### src/rtl/fp_pkg.sv
// Shared FP constants for the convert/round datapaths: rounding modes, biases,
// flag positions and the per-transfer stage-1 payload of the round/pack stage.
package fp_pkg;

    localparam logic [2:0] RM_RNE = 3'd0;
    localparam logic [2:0] RM_RTZ = 3'd1;
    localparam logic [2:0] RM_RDN = 3'd2;
    localparam logic [2:0] RM_RUP = 3'd3;
    localparam logic [2:0] RM_RMM = 3'd4;

    localparam logic [10:0] FP32_BIAS = 11'd127;
    localparam logic [10:0] FP64_BIAS = 11'd1023;

    localparam int FLAG_NV = 4;
    localparam int FLAG_DZ = 3;
    localparam int FLAG_OF = 2;
    localparam int FLAG_UF = 1;
    localparam int FLAG_NX = 0;

    localparam logic [31:0] NAN_BOX = 32'hFFFF_FFFF;

    localparam int FP32_FRAC_W = 23;
    localparam int FP64_FRAC_W = 52;

    // inc holds {carry, mantissa}; FP32 uses only the low 24 bits
    typedef struct packed {
        logic        sign;
        logic [5:0]  exp;
        logic        fmt64;
        logic        zero;
        logic        nx;
        logic [52:0] inc;
    } s1_t;

endpackage

### src/rtl/fp_cvt_round_pack_if.sv
// Upstream/downstream handshake and data bundle of the round/pack stage.
// slave = the stage itself, master = whoever drives it (normaliser + consumer).
interface fp_cvt_round_pack_if #(
    parameter int DATA_WIDTH = 64,
    parameter int FLAG_WIDTH = 5
);
    logic                  in_valid;
    logic                  out_ready;
    logic                  in_sign;
    logic [5:0]            in_exp;
    logic [DATA_WIDTH-1:0] in_sig;
    logic                  in_output_fmt;
    logic [2:0]            in_rm;
    logic                  in_downstream_ready;
    logic                  out_valid;
    logic [DATA_WIDTH-1:0] out_data;
    logic [FLAG_WIDTH-1:0] out_flags;

    modport slave (
        input  in_valid, in_sign, in_exp, in_sig, in_output_fmt, in_rm, in_downstream_ready,
        output out_ready, out_valid, out_data, out_flags
    );

    modport master (
        output in_valid, in_sign, in_exp, in_sig, in_output_fmt, in_rm, in_downstream_ready,
        input  out_ready, out_valid, out_data, out_flags
    );
endinterface

### src/rtl/fp_round_decide.sv
// Round-increment decision from rounding mode, sign and the L/G/S bits.
// Purely combinational so any FP rounding stage can share it.
module fp_round_decide
    import fp_pkg::*;
(
    input  logic [2:0] rm_i,
    input  logic       sign_i,
    input  logic       lsb_i,
    input  logic       guard_i,
    input  logic       sticky_i,
    output logic       round_up_o,
    output logic       inexact_o
);

    // Reserved encodings 5-7 fall back to round-to-nearest-even
    always_comb begin
        round_up_o = 1'b0;
        inexact_o  = guard_i | sticky_i;
        case (rm_i)
            RM_RNE:  round_up_o = guard_i & (sticky_i | lsb_i);
            RM_RTZ:  round_up_o = 1'b0;
            RM_RDN:  round_up_o = sign_i & (guard_i | sticky_i);
            RM_RUP:  round_up_o = ~sign_i & (guard_i | sticky_i);
            RM_RMM:  round_up_o = guard_i;
            default: round_up_o = guard_i & (sticky_i | lsb_i);
        endcase
    end

endmodule

### src/rtl/fp_cvt_round_pack.sv
// Int-to-FP convert, final stage: round a left-justified magnitude to FP32/FP64
// (stage 1), then bias, pack and NaN-box (stage 2), behind valid/ready handshakes.
module fp_cvt_round_pack
    import fp_pkg::*;
#(
    parameter int DATA_WIDTH = 64,
    parameter int FLAG_WIDTH = 5
) (
    input  logic                  in_clk,
    input  logic                  in_rst,
    fp_cvt_round_pack_if.slave    bus
);

    logic                  lsb_s, guard_s, sticky_s;
    logic                  round_up_s, inexact_s, zero_s, up_s;
    logic [52:0]           inc64_s;
    logic [23:0]           inc32_s;
    s1_t                   s1_new_s, s1_d, s1_q;
    logic                  s1_valid_d, s1_valid_q;
    logic                  s2_load_s, carry_s;
    logic [10:0]           exp_b_s;
    logic [63:0]           pack_s;
    logic [FLAG_WIDTH-1:0] flags_s;
    logic                  out_valid_d, out_valid_q;
    logic [DATA_WIDTH-1:0] out_data_d, out_data_q;
    logic [FLAG_WIDTH-1:0] out_flags_d, out_flags_q;

    // Select the L/G/S window for the target precision
    always_comb begin
        lsb_s    = 1'b0;
        guard_s  = 1'b0;
        sticky_s = 1'b0;
        if (bus.in_output_fmt) begin
            lsb_s    = bus.in_sig[11];
            guard_s  = bus.in_sig[10];
            sticky_s = |bus.in_sig[9:0];
        end else begin
            lsb_s    = bus.in_sig[40];
            guard_s  = bus.in_sig[39];
            sticky_s = |bus.in_sig[38:0];
        end
    end

    fp_round_decide u_round_decide (
        .rm_i       (bus.in_rm),
        .sign_i     (bus.in_sign),
        .lsb_i      (lsb_s),
        .guard_i    (guard_s),
        .sticky_i   (sticky_s),
        .round_up_o (round_up_s),
        .inexact_o  (inexact_s)
    );

    assign zero_s  = ~bus.in_sig[63];
    assign up_s    = round_up_s & ~zero_s;
    assign inc64_s = {1'b0, bus.in_sig[62:11]} + {52'd0, up_s};
    assign inc32_s = {1'b0, bus.in_sig[62:40]} + {23'd0, up_s};

    assign s1_new_s.sign  = bus.in_sign;
    assign s1_new_s.exp   = bus.in_exp;
    assign s1_new_s.fmt64 = bus.in_output_fmt;
    assign s1_new_s.zero  = zero_s;
    assign s1_new_s.nx    = inexact_s & ~zero_s;
    assign s1_new_s.inc   = bus.in_output_fmt ? inc64_s : {29'd0, inc32_s};

    // Stage 2 refills when empty or draining; stage 1 follows it
    assign s2_load_s     = ~out_valid_q | bus.in_downstream_ready;
    assign bus.out_ready = ~s1_valid_q | s2_load_s;

    assign carry_s = s1_q.fmt64 ? s1_q.inc[52] : s1_q.inc[23];
    assign exp_b_s = {5'd0, s1_q.exp} + (s1_q.fmt64 ? FP64_BIAS : FP32_BIAS) + {10'd0, carry_s};

    // Pack stage-1 contents into the IEEE layout
    always_comb begin
        pack_s  = 64'd0;
        flags_s = '0;
        if (s1_q.zero) begin
            pack_s = s1_q.fmt64 ? {s1_q.sign, 63'd0} : {NAN_BOX, s1_q.sign, 31'd0};
        end else if (s1_q.fmt64) begin
            pack_s = {s1_q.sign, exp_b_s, carry_s ? 52'd0 : s1_q.inc[FP64_FRAC_W-1:0]};
        end else begin
            pack_s = {NAN_BOX, s1_q.sign, exp_b_s[7:0], carry_s ? 23'd0 : s1_q.inc[FP32_FRAC_W-1:0]};
        end
        flags_s[FLAG_NX] = s1_q.nx & ~s1_q.zero;
    end

    // Next-state for both pipeline stages
    always_comb begin
        s1_valid_d  = s1_valid_q;
        s1_d        = s1_q;
        out_valid_d = out_valid_q;
        out_data_d  = out_data_q;
        out_flags_d = out_flags_q;
        if (bus.out_ready) begin
            s1_valid_d = bus.in_valid;
            s1_d       = bus.in_valid ? s1_new_s : s1_q;
        end else begin
            s1_valid_d = s1_valid_q;
        end
        if (s2_load_s) begin
            out_valid_d = s1_valid_q;
            if (s1_valid_q) begin
                out_data_d  = pack_s;
                out_flags_d = flags_s;
            end else begin
                out_data_d  = out_data_q;
                out_flags_d = out_flags_q;
            end
        end else begin
            out_valid_d = out_valid_q;
        end
    end

    // Pipeline registers with synchronous reset
    always_ff @(posedge in_clk) begin
        if (in_rst) begin
            s1_valid_q  <= 1'b0;
            s1_q        <= '0;
            out_valid_q <= 1'b0;
            out_data_q  <= '0;
            out_flags_q <= '0;
        end else begin
            s1_valid_q  <= s1_valid_d;
            s1_q        <= s1_d;
            out_valid_q <= out_valid_d;
            out_data_q  <= out_data_d;
            out_flags_q <= out_flags_d;
        end
    end

    assign bus.out_valid = out_valid_q;
    assign bus.out_data  = out_data_q;
    assign bus.out_flags = out_flags_q;

endmodule

### src/flat_wrapper.sv
// flat-port wrapper written by rule: the top's interface ports become plain ports
module fp_cvt_round_pack_flat import fp_pkg::*;
#(
    parameter int DATA_WIDTH = 64,
    parameter int FLAG_WIDTH = 5
)
  (in_clk, in_rst, bus_in_valid, bus_in_sign, bus_in_exp, bus_in_sig, bus_in_output_fmt, bus_in_rm, bus_in_downstream_ready, bus_out_ready, bus_out_valid, bus_out_data, bus_out_flags);
  fp_cvt_round_pack_if #(.DATA_WIDTH(DATA_WIDTH), .FLAG_WIDTH(FLAG_WIDTH)) bus_i ();
  input  logic in_clk;
  input  logic in_rst;
  input wire logic [$bits(bus_i.in_valid)-1:0] bus_in_valid;
  input wire logic [$bits(bus_i.in_sign)-1:0] bus_in_sign;
  input wire logic [$bits(bus_i.in_exp)-1:0] bus_in_exp;
  input wire logic [$bits(bus_i.in_sig)-1:0] bus_in_sig;
  input wire logic [$bits(bus_i.in_output_fmt)-1:0] bus_in_output_fmt;
  input wire logic [$bits(bus_i.in_rm)-1:0] bus_in_rm;
  input wire logic [$bits(bus_i.in_downstream_ready)-1:0] bus_in_downstream_ready;
  output wire logic [$bits(bus_i.out_ready)-1:0] bus_out_ready;
  output wire logic [$bits(bus_i.out_valid)-1:0] bus_out_valid;
  output wire logic [$bits(bus_i.out_data)-1:0] bus_out_data;
  output wire logic [$bits(bus_i.out_flags)-1:0] bus_out_flags;
  assign bus_i.in_valid = bus_in_valid;
  assign bus_i.in_sign = bus_in_sign;
  assign bus_i.in_exp = bus_in_exp;
  assign bus_i.in_sig = bus_in_sig;
  assign bus_i.in_output_fmt = bus_in_output_fmt;
  assign bus_i.in_rm = bus_in_rm;
  assign bus_i.in_downstream_ready = bus_in_downstream_ready;
  assign bus_out_ready = bus_i.out_ready;
  assign bus_out_valid = bus_i.out_valid;
  assign bus_out_data = bus_i.out_data;
  assign bus_out_flags = bus_i.out_flags;
  fp_cvt_round_pack #(.DATA_WIDTH(DATA_WIDTH), .FLAG_WIDTH(FLAG_WIDTH)) u_core (.in_clk(in_clk), .in_rst(in_rst), .bus(bus_i));
endmodule
### config.mk
export PLATFORM = sky130hd
export DESIGN_NAME = fp_cvt_round_pack_flat
export DESIGN_NICKNAME = d
export VERILOG_FILES = /design/src/rtl/fp_pkg.sv /design/src/rtl/fp_cvt_round_pack_if.sv /design/src/rtl/fp_round_decide.sv /design/src/rtl/fp_cvt_round_pack.sv /design/src/flat_wrapper.sv
export SDC_FILE = /design/constraint.sdc
export NUM_CORES = 1
export LEC_CHECK = 0
export CAP_MARGIN = 5
export CORE_ASPECT_RATIO = 1.75
export CORE_UTILIZATION = 45
export CTS_CLUSTER_SIZE = 14
export DETAILED_ROUTE_END_ITERATION = 10
export PLACE_DENSITY = 0.73
export SYNTH_ARGS = -nofsm -noshare
export SYNTH_HDL_FRONTEND = slang
export SYNTH_SLANG_ARGS = --single-unit
### constraint.sdc
create_clock -name in_clk -period 3.8 [get_ports in_clk]
set_input_delay 0.76 -clock in_clk [delete_from_list [all_inputs] [get_ports in_clk]]
set_output_delay 0.76 -clock in_clk [all_outputs]
set_load 0.05 [all_outputs]
# Word level (Yosys, flattened, before mapping)
# Cells that the tools add are included.
classes:
  addsub: 4
  eq_ne: 4
  mux: 12
  bitwise: 15
  reduce_logical: 4
ops:
  columns: ["op", "n"]
  rows:
  - ["two-way mux 64 bit", 3]
  - ["adder 52 x 1 -> 53 bit", 1]
  - ["two-way mux 53 bit", 1]
  - ["two-way mux 52 bit", 1]
  - ["OR reduction 39 bit", 1]
  - ["adder 23 x 1 -> 24 bit", 1]
  - ["two-way mux 23 bit", 1]
  - ["adder 11 x 1 -> 11 bit", 1]
  - ["adder 6 x 11 -> 11 bit", 1]
  - ["two-way mux 10 bit", 1]
  - ["OR reduction 10 bit", 1]
  - ["bitwise AND 1 bit", 6]
  - ["equality test 3 x 2 -> 1 bit, second input constant", 2]
  - ["inverter 1 bit", 5]
  - ["two-way mux 1 bit", 4]
  - ["bitwise OR 1 bit", 4]
  - ["one-hot mux 1 bit (4 select lines)", 1]
  - ["AND reduction 2 bit", 2]
  - ["equality test 3 x 1 -> 1 bit, second input constant", 1]
  - ["equality test 3 bit, second input constant", 1]
word_totals:
  ff_bits: 130
  inputBits: 79
  output_inout_bits: 71
  elab_cells: 49

# Depth between registers and ports, before layout
depth:
  depth_word: 8
  depth_mapped: 16
  depth_no_buf: 13

# Modules after synthesis
# From an unflattened synthesis, not the netlist that was laid out.
hier_totals:
  hier_cells: 855
  area_unflattened_um2: 6675.2
modules_own_cells:
  columns: ["mod", "n_inst", "cells_per_inst", "area_per_inst_um2", "seq_area_each_um2"]
  rows:
  - ["fp_cvt_round_pack", 1, 848, 6626.4, 2602.5]
  - ["fp_round_decide", 1, 7, 48.8, 0.0]

# Worst setup path after synthesis
# No wires, ideal clock.
synth_timing:
  path_kind: "in2reg"
  from: "input port bus_in_output_fmt"
  to: "register u_core.s1_q[48] (netlist name)"
  setup_ps: 127
  arrival_time_ps: 3307
  required_ps: 3673
  setup_slack_ps: 366
  path_stages: 16
  path_buffers: 3
  cell_sequence: "clkbuf_1 > mux2_2 > o21ai_0 > nand2_1 > nand2_1 > a21oi_1 > ha_1 > ha_1 > and3_1 > clkbuf_1 > and2_1 > nand4_2 > buf_2 > nor4_2 > xnor2_1 > o21ai_1"
synth_between:
  elab_chain_cells: 7
  elab_cells_between_ends: 12
  classes_between: "add/sub: 1; mux: 5; bitwise: 6"
synth_rtl:
  columns: ["item", "line_no", "text"]
  rows:
  - ["start, declared", "flat_wrapper.sv:15", "input wire logic [$bits(bus_i.in_output_fmt)-1:0] bus_in_output_fmt;"]
  - ["two-way mux 1 bit", "fp_cvt_round_pack.sv:33", "if (bus.in_output_fmt) begin"]
  - ["bitwise OR 1 bit, on equally long branches", null, null]
  - ["bitwise AND 1 bit, on equally long branches", null, null]
  - ["one-hot mux 1 bit (4 select lines)", "fp_round_decide.sv:19", "case (rm_i)"]
  - ["bitwise AND 1 bit", "fp_cvt_round_pack.sv:55", "assign up_s = round_up_s & ~zero_s;"]
  - ["adder 52 x 1 -> 53 bit", "fp_cvt_round_pack.sv:56", "assign inc64_s = {1'b0, bus.in_sig[62:11]} + {52'd0, up_s};"]
  - ["two-way mux 53 bit (*)", "fp_cvt_round_pack.sv:64", "assign s1_new_s.inc = bus.in_output_fmt ? inc64_s : {29'd0, inc32_s};"]
  - ["end signal, assigned", "fp_cvt_round_pack.sv:118", "s1_q <= '0;"]
  - ["end signal, assigned", "fp_cvt_round_pack.sv:124", "s1_q <= s1_d;"]
  - ["end, declared", "fp_cvt_round_pack.sv:18", "s1_t s1_new_s, s1_d, s1_q;"]
# Mark *: on every way between the ends. The rest lies on a longest branch, timed or not.
# A chain may end at the register's enable or synchronous reset.

# Worst setup path in the final report
layout_timing:
  from: "input port bus_in_sig[38]"
  to: "register u_core.s1_q[44] (netlist name)"
layout_between:
  elab_chain_cells: 8
  elab_cells_between_ends: 11
  classes_between: "add/sub: 1; mux: 3; bitwise: 6; reduce/logical: 1"
layout_rtl:
  columns: ["item", "line_no", "text"]
  rows:
  - ["start, declared", "flat_wrapper.sv:14", "input wire logic [$bits(bus_i.in_sig)-1:0] bus_in_sig;"]
  - ["OR reduction 39 bit", "fp_cvt_round_pack.sv:40", "sticky_s = |bus.in_sig[38:0];"]
  - ["two-way mux 1 bit", "fp_cvt_round_pack.sv:33", null]
  - ["bitwise OR 1 bit, on equally long branches", null, null]
  - ["bitwise AND 1 bit, on equally long branches", null, null]
  - ["one-hot mux 1 bit (4 select lines)", "fp_round_decide.sv:19", null]
  - ["bitwise AND 1 bit", "fp_cvt_round_pack.sv:55", null]
  - ["adder 52 x 1 -> 53 bit (*)", "fp_cvt_round_pack.sv:56", null]
  - ["two-way mux 53 bit (*)", "fp_cvt_round_pack.sv:64", null]
# Marked as above.

==> results list <==
- The run finished with clean final reports.
* Number of max-cap violations: 0
* Worst IR Drop VDD: 0.2998 mV
* Fin nets: 1083
- The total area inside the core boundary comes to 0.01398 mm2.
- The worst hold path was traced through 2 stages.
- Pin count of the biggest net entering global routing: 40
- Global routing used 28.44% of the available tracks.
- Summed over all failing endpoints, the final setup total negative slack is 0 ns.
- Startpoint of the tightest hold check path: u_core.s1_q[38]
* Latest clock arrival within the worst-skew pair: 0.41 ns
- Among cell families on the critical path, the largest total delay comes from simple AND/OR/NAND/NOR gates.
* Portion of the post-synthesis area used by sequential elements: 40.08%
- Summed over all layers, the routed wires come to 20770 um.
* Wirelength per Cell: 17.48 um
* Via count of the first global-routing pass: 6386
- Measured in cells, the most critical reg-to-reg path has a length of 8.
* Pre-CTS worst setup slack: -0.1842 ns
- No sink is reached through more buffers than the 2 on the longest clock path.
- For this run, the share of the core covered by cells in the final layout is 65.50%.
* Worst path required time: 4.09 ns
- Detailed placement ended at an HPWL of 15930 um.
* Met1 layer usage reported by global route: 29.36%
- Yosys mapped the design onto 54 distinct sky130hd cell types.
- GR met2 Demand/Resource: 52.34%
- Number of rows in the core area: 57
* Worst setup slack for register-to-register paths: 1.54 ns
* Share of the clock period used by the worst path after layout: 91.80%
- STA classifies the critical path endpoint as a flop.
- In the layout the commonest cells are clkdlybuf4s50_1 (144), dfxtp_1 (130), nor2_1 (108).
* Endpoints failing setup: 0
- For this design, the CTS-stage hold fixing added 0 buffers.
* Antenna violations before repair: 0
* Transition time at the pin with the least slew margin: 0.6807 ns
- Clock tree synthesis selected as its root buffer the cell clkbuf_16.
- Most crowded layer after global routing: met2
* Cell Chain, Critical Path: clkdlybuf4s50_1 -> nor4_1 -> buf_4 -> nand4_1 -> o21ai_1 -> and3_1 -> a21oi_1 -> ha_1 -> ha_1 -> and3_1 -> and2_1 -> nand4_2 -> buf_4 -> nor3_1 -> xnor2_1 -> o21ai_1
* Remaining global-route overflow: 0
- TritonCTS built the clock tree.
* Portion of total power attributed to sequential cells: 38.3%
- CTS saw 130 sinks.
- Worst hold slack: 0.4455 ns
- The analysis attributes to cell leakage a power of 3.450 nW.
- Each instance of the synthesized netlist takes up on average 8.035 um2.
* Netlist area before placement: 0.006492 mm2
- Count of cells resized by post-cts repair: 0
* RD Place Congestion: 0.9427
- The clock tree synthesis step divided the H-tree into 4 levels.
- Total power draw: 3.891 mW
- CTS Buf Count: 17
* Critical path launch point type: input port
- The startpoint identified for the worst register-to-register timing path is u_core.s1_q[55].
- Count of non-filler cells in the finished layout: 1188
- Internal power: 2.781 mW
* Switching Share: 28.53%
- In the global route stage, met3 resource usage came out at 3.504%.
- Diodes inserted: 0
- After clock tree synthesis, the setup repair step added 0 buffers.
- In this run the power spent charging and discharging nets is 1.110 mW.
- For the final database, setup skew stands at 0.01070 ns.
- End point of the most critical hold path: u_core.s1_q[38]
* Die height: 160.9 um
- IO Count: 150
- The worst register-to-register path ends at u_core.bus.out_data[28].
* Relative max-transition margin: 54.62%
* IO Port Bufs: 145
- Least setup slack across all paths after layout: 0.3117 ns
- The tightest min-delay check is of the flop to flop type.
- After the first detailed-routing iteration, the DRC count stood at 412.
* Startpoint-to-endpoint class of the critical path: input port to flop
- Post-Synthesis Cells: 808
- Vias per cell: 5.532
- Data arrives at the worst endpoint at 3.78 ns.
- Area of placed instances: 0.008533 mm2
- Number of iterations in the first detailed-routing pass: 5
- Starting density of the core: 46.45%
- Relative contribution of combinational cells to total power: 17.9%
* Buffers plus inverters on the worst setup path: 3
- On the worst path, the slowest cell contributes a delay of 0.42 ns.
* Highest clock rate: 286.7 MHz
- Wire length of the first global-routing pass: 32570 um
- Count of warnings emitted by yosys: 0
- Of the total power, the clock network draws 43.8%.
- After detailed placement, the design holds a cell count of 1156.
- The hold violation total from the final report was 0.
* Clock period minus worst slack: 3.488 ns
- Total number of vias: 6572
- Number of flops mapped to enable cells by yosys: 0
- In this run, synthesis produced a sequential element count of 130.
- For this design the ratio of total power to cell area is 425.0 mW/mm2.
- Clock slew at the register clock pins of the worst setup and hold paths: 0.06 ns
- The die covers 0.01493 mm2.
* Cell with the largest stage delay on the worst path: clkdlybuf4s50_1
* Final antenna-violating net count: 0
- Biggest fanout along the worst timing path: 6
- Among all flip-flop cells after synthesis, the most frequent one is dfxtp_1.
- Cells with a size suffix above 1 make up 13.25% of the layout.
- Setup repair after global routing left no endpoint under its margin.
- Area of all placed cells without fillers: 0.009156 mm2
* Die X-Extent: 92.80 um
- Compared with the post-synthesis result, the final layout area differs by 41.03%.
- Residual DRC: 0
* Fraction of synthesis flops using an asynchronous set or reset pin: 0%
- The library cell used most frequently in the layout, excluding fill and tap cells, is clkdlybuf4s50_1.
- The final number of max-transition violations is 0.
-- state kept, by name, summed over array words and instances, names as in the netlist --
register              count
u_core.bus.out_data      64
u_core.bus.out_flags      1
u_core.bus.out_valid      1
u_core.s1_q              63
u_core.s1_valid_q         1
-- worst reg2reg max path, stage by stage (launching register included) --
cell and delay [ns]:
dfxtp_1 0.34, mux2i_1 0.24, ha_1 0.21, or4b_2 0.62, nor3_1 0.30, nor2_1 0.13, o21ai_0 0.16, a22oi_1 0.08
nor2_1 0.11
-- synth_stat cells (5+ instances only) --
master | n | area (um2)
xnor2_1 | 55 | 481.7
xor2_1 | 16 | 140.1
o22ai_1 | 5 | 31.28
o21a_1 | 6 | 45.04
nand4_1 | 11 | 68.82
a22oi_1 | 31 | 232.7
dfxtp_1 | 130 | 2603
o21ai_0 | 56 | 280.3
ha_1 | 6 | 75.07
nand2_1 | 98 | 367.9
o21ai_1 | 15 | 75.07
o211ai_1 | 5 | 37.54
nand3_1 | 25 | 125.1
and3_1 | 10 | 62.56
clkbuf_1 | 45 | 168.9
mux2i_1 | 11 | 110.1
a211oi_1 | 7 | 52.55
nor4_1 | 14 | 87.58
nor3_1 | 22 | 110.1
nor2_1 | 109 | 409.1
inv_1 | 13 | 48.80
a21oi_1 | 47 | 235.2
a22o_1 | 5 | 43.79
-- area by class of cell --
type / count / area, um2
Inverter: 15 / 56.30
Multi-Input combinational cell: 611 / 3627
Clock buffer: 19 / 442.9
Sequential cell: 130 / 2603
Tap cell: 177 / 221.5
Clock inverter: 13 / 173.9
Fill cell: 1223 / 4822
Timing Repair Buffer: 223 / 2032
-- worst max path at each step --
stage	endpoint	slack (ns)	start	cells after the start
after floorplan	u_core.s1_q[48]	0.37	bus_in_output_fmt	16
after global placement	u_core.s1_q[46]	-0.13	bus_in_sig[16]	15
after CTS	u_core.s1_q[44]	0.22	bus_in_sig[16]	15
after global routing	u_core.s1_q[44]	0.07	bus_in_sig[38]	16
final	u_core.s1_q[44]	0.31	bus_in_sig[38]	16
after detailed placement	u_core.s1_q[46]	-0.18	bus_in_sig[16]	15
-- per-layer routing --
layer / part of all wire, % / vias up
met1: 36 / 3051
li1: - / 3207
met4: 6.3 / 0
met2: 54 / 252
met5: 0 / -
met3: 4.2 / 62
-- power by group through the flow --
stage / Clock [mW] / Combinational [mW] / Sequential [mW]
after CTS: 1.71 / 0.694 / 1.49
after detailed placement: 0 / 0.690 / 1.52
after global placement: 0 / 0.685 / 1.52
after floorplan: 0 / 0.254 / 1.63
after global routing: 1.77 / 0.741 / 1.50
final: 1.70 / 0.695 / 1.49
-- kinds of logic after synthesis --
| logic type | after synthesis | share of synthesized area (%) |
|---|---|---|
| mux | 12 | 1.869 |
| simple gates | 332 | 25.69 |
| other cells | 1 | 0.05776 |
| xor+xnor | 71 | 9.578 |
| flops | 130 | 40.08 |
| compound gates | 186 | 17.13 |
| buf+inv | 70 | 4.433 |
| fa+ha+maj | 6 | 1.156 |
(Power assumes the default switching activity.)
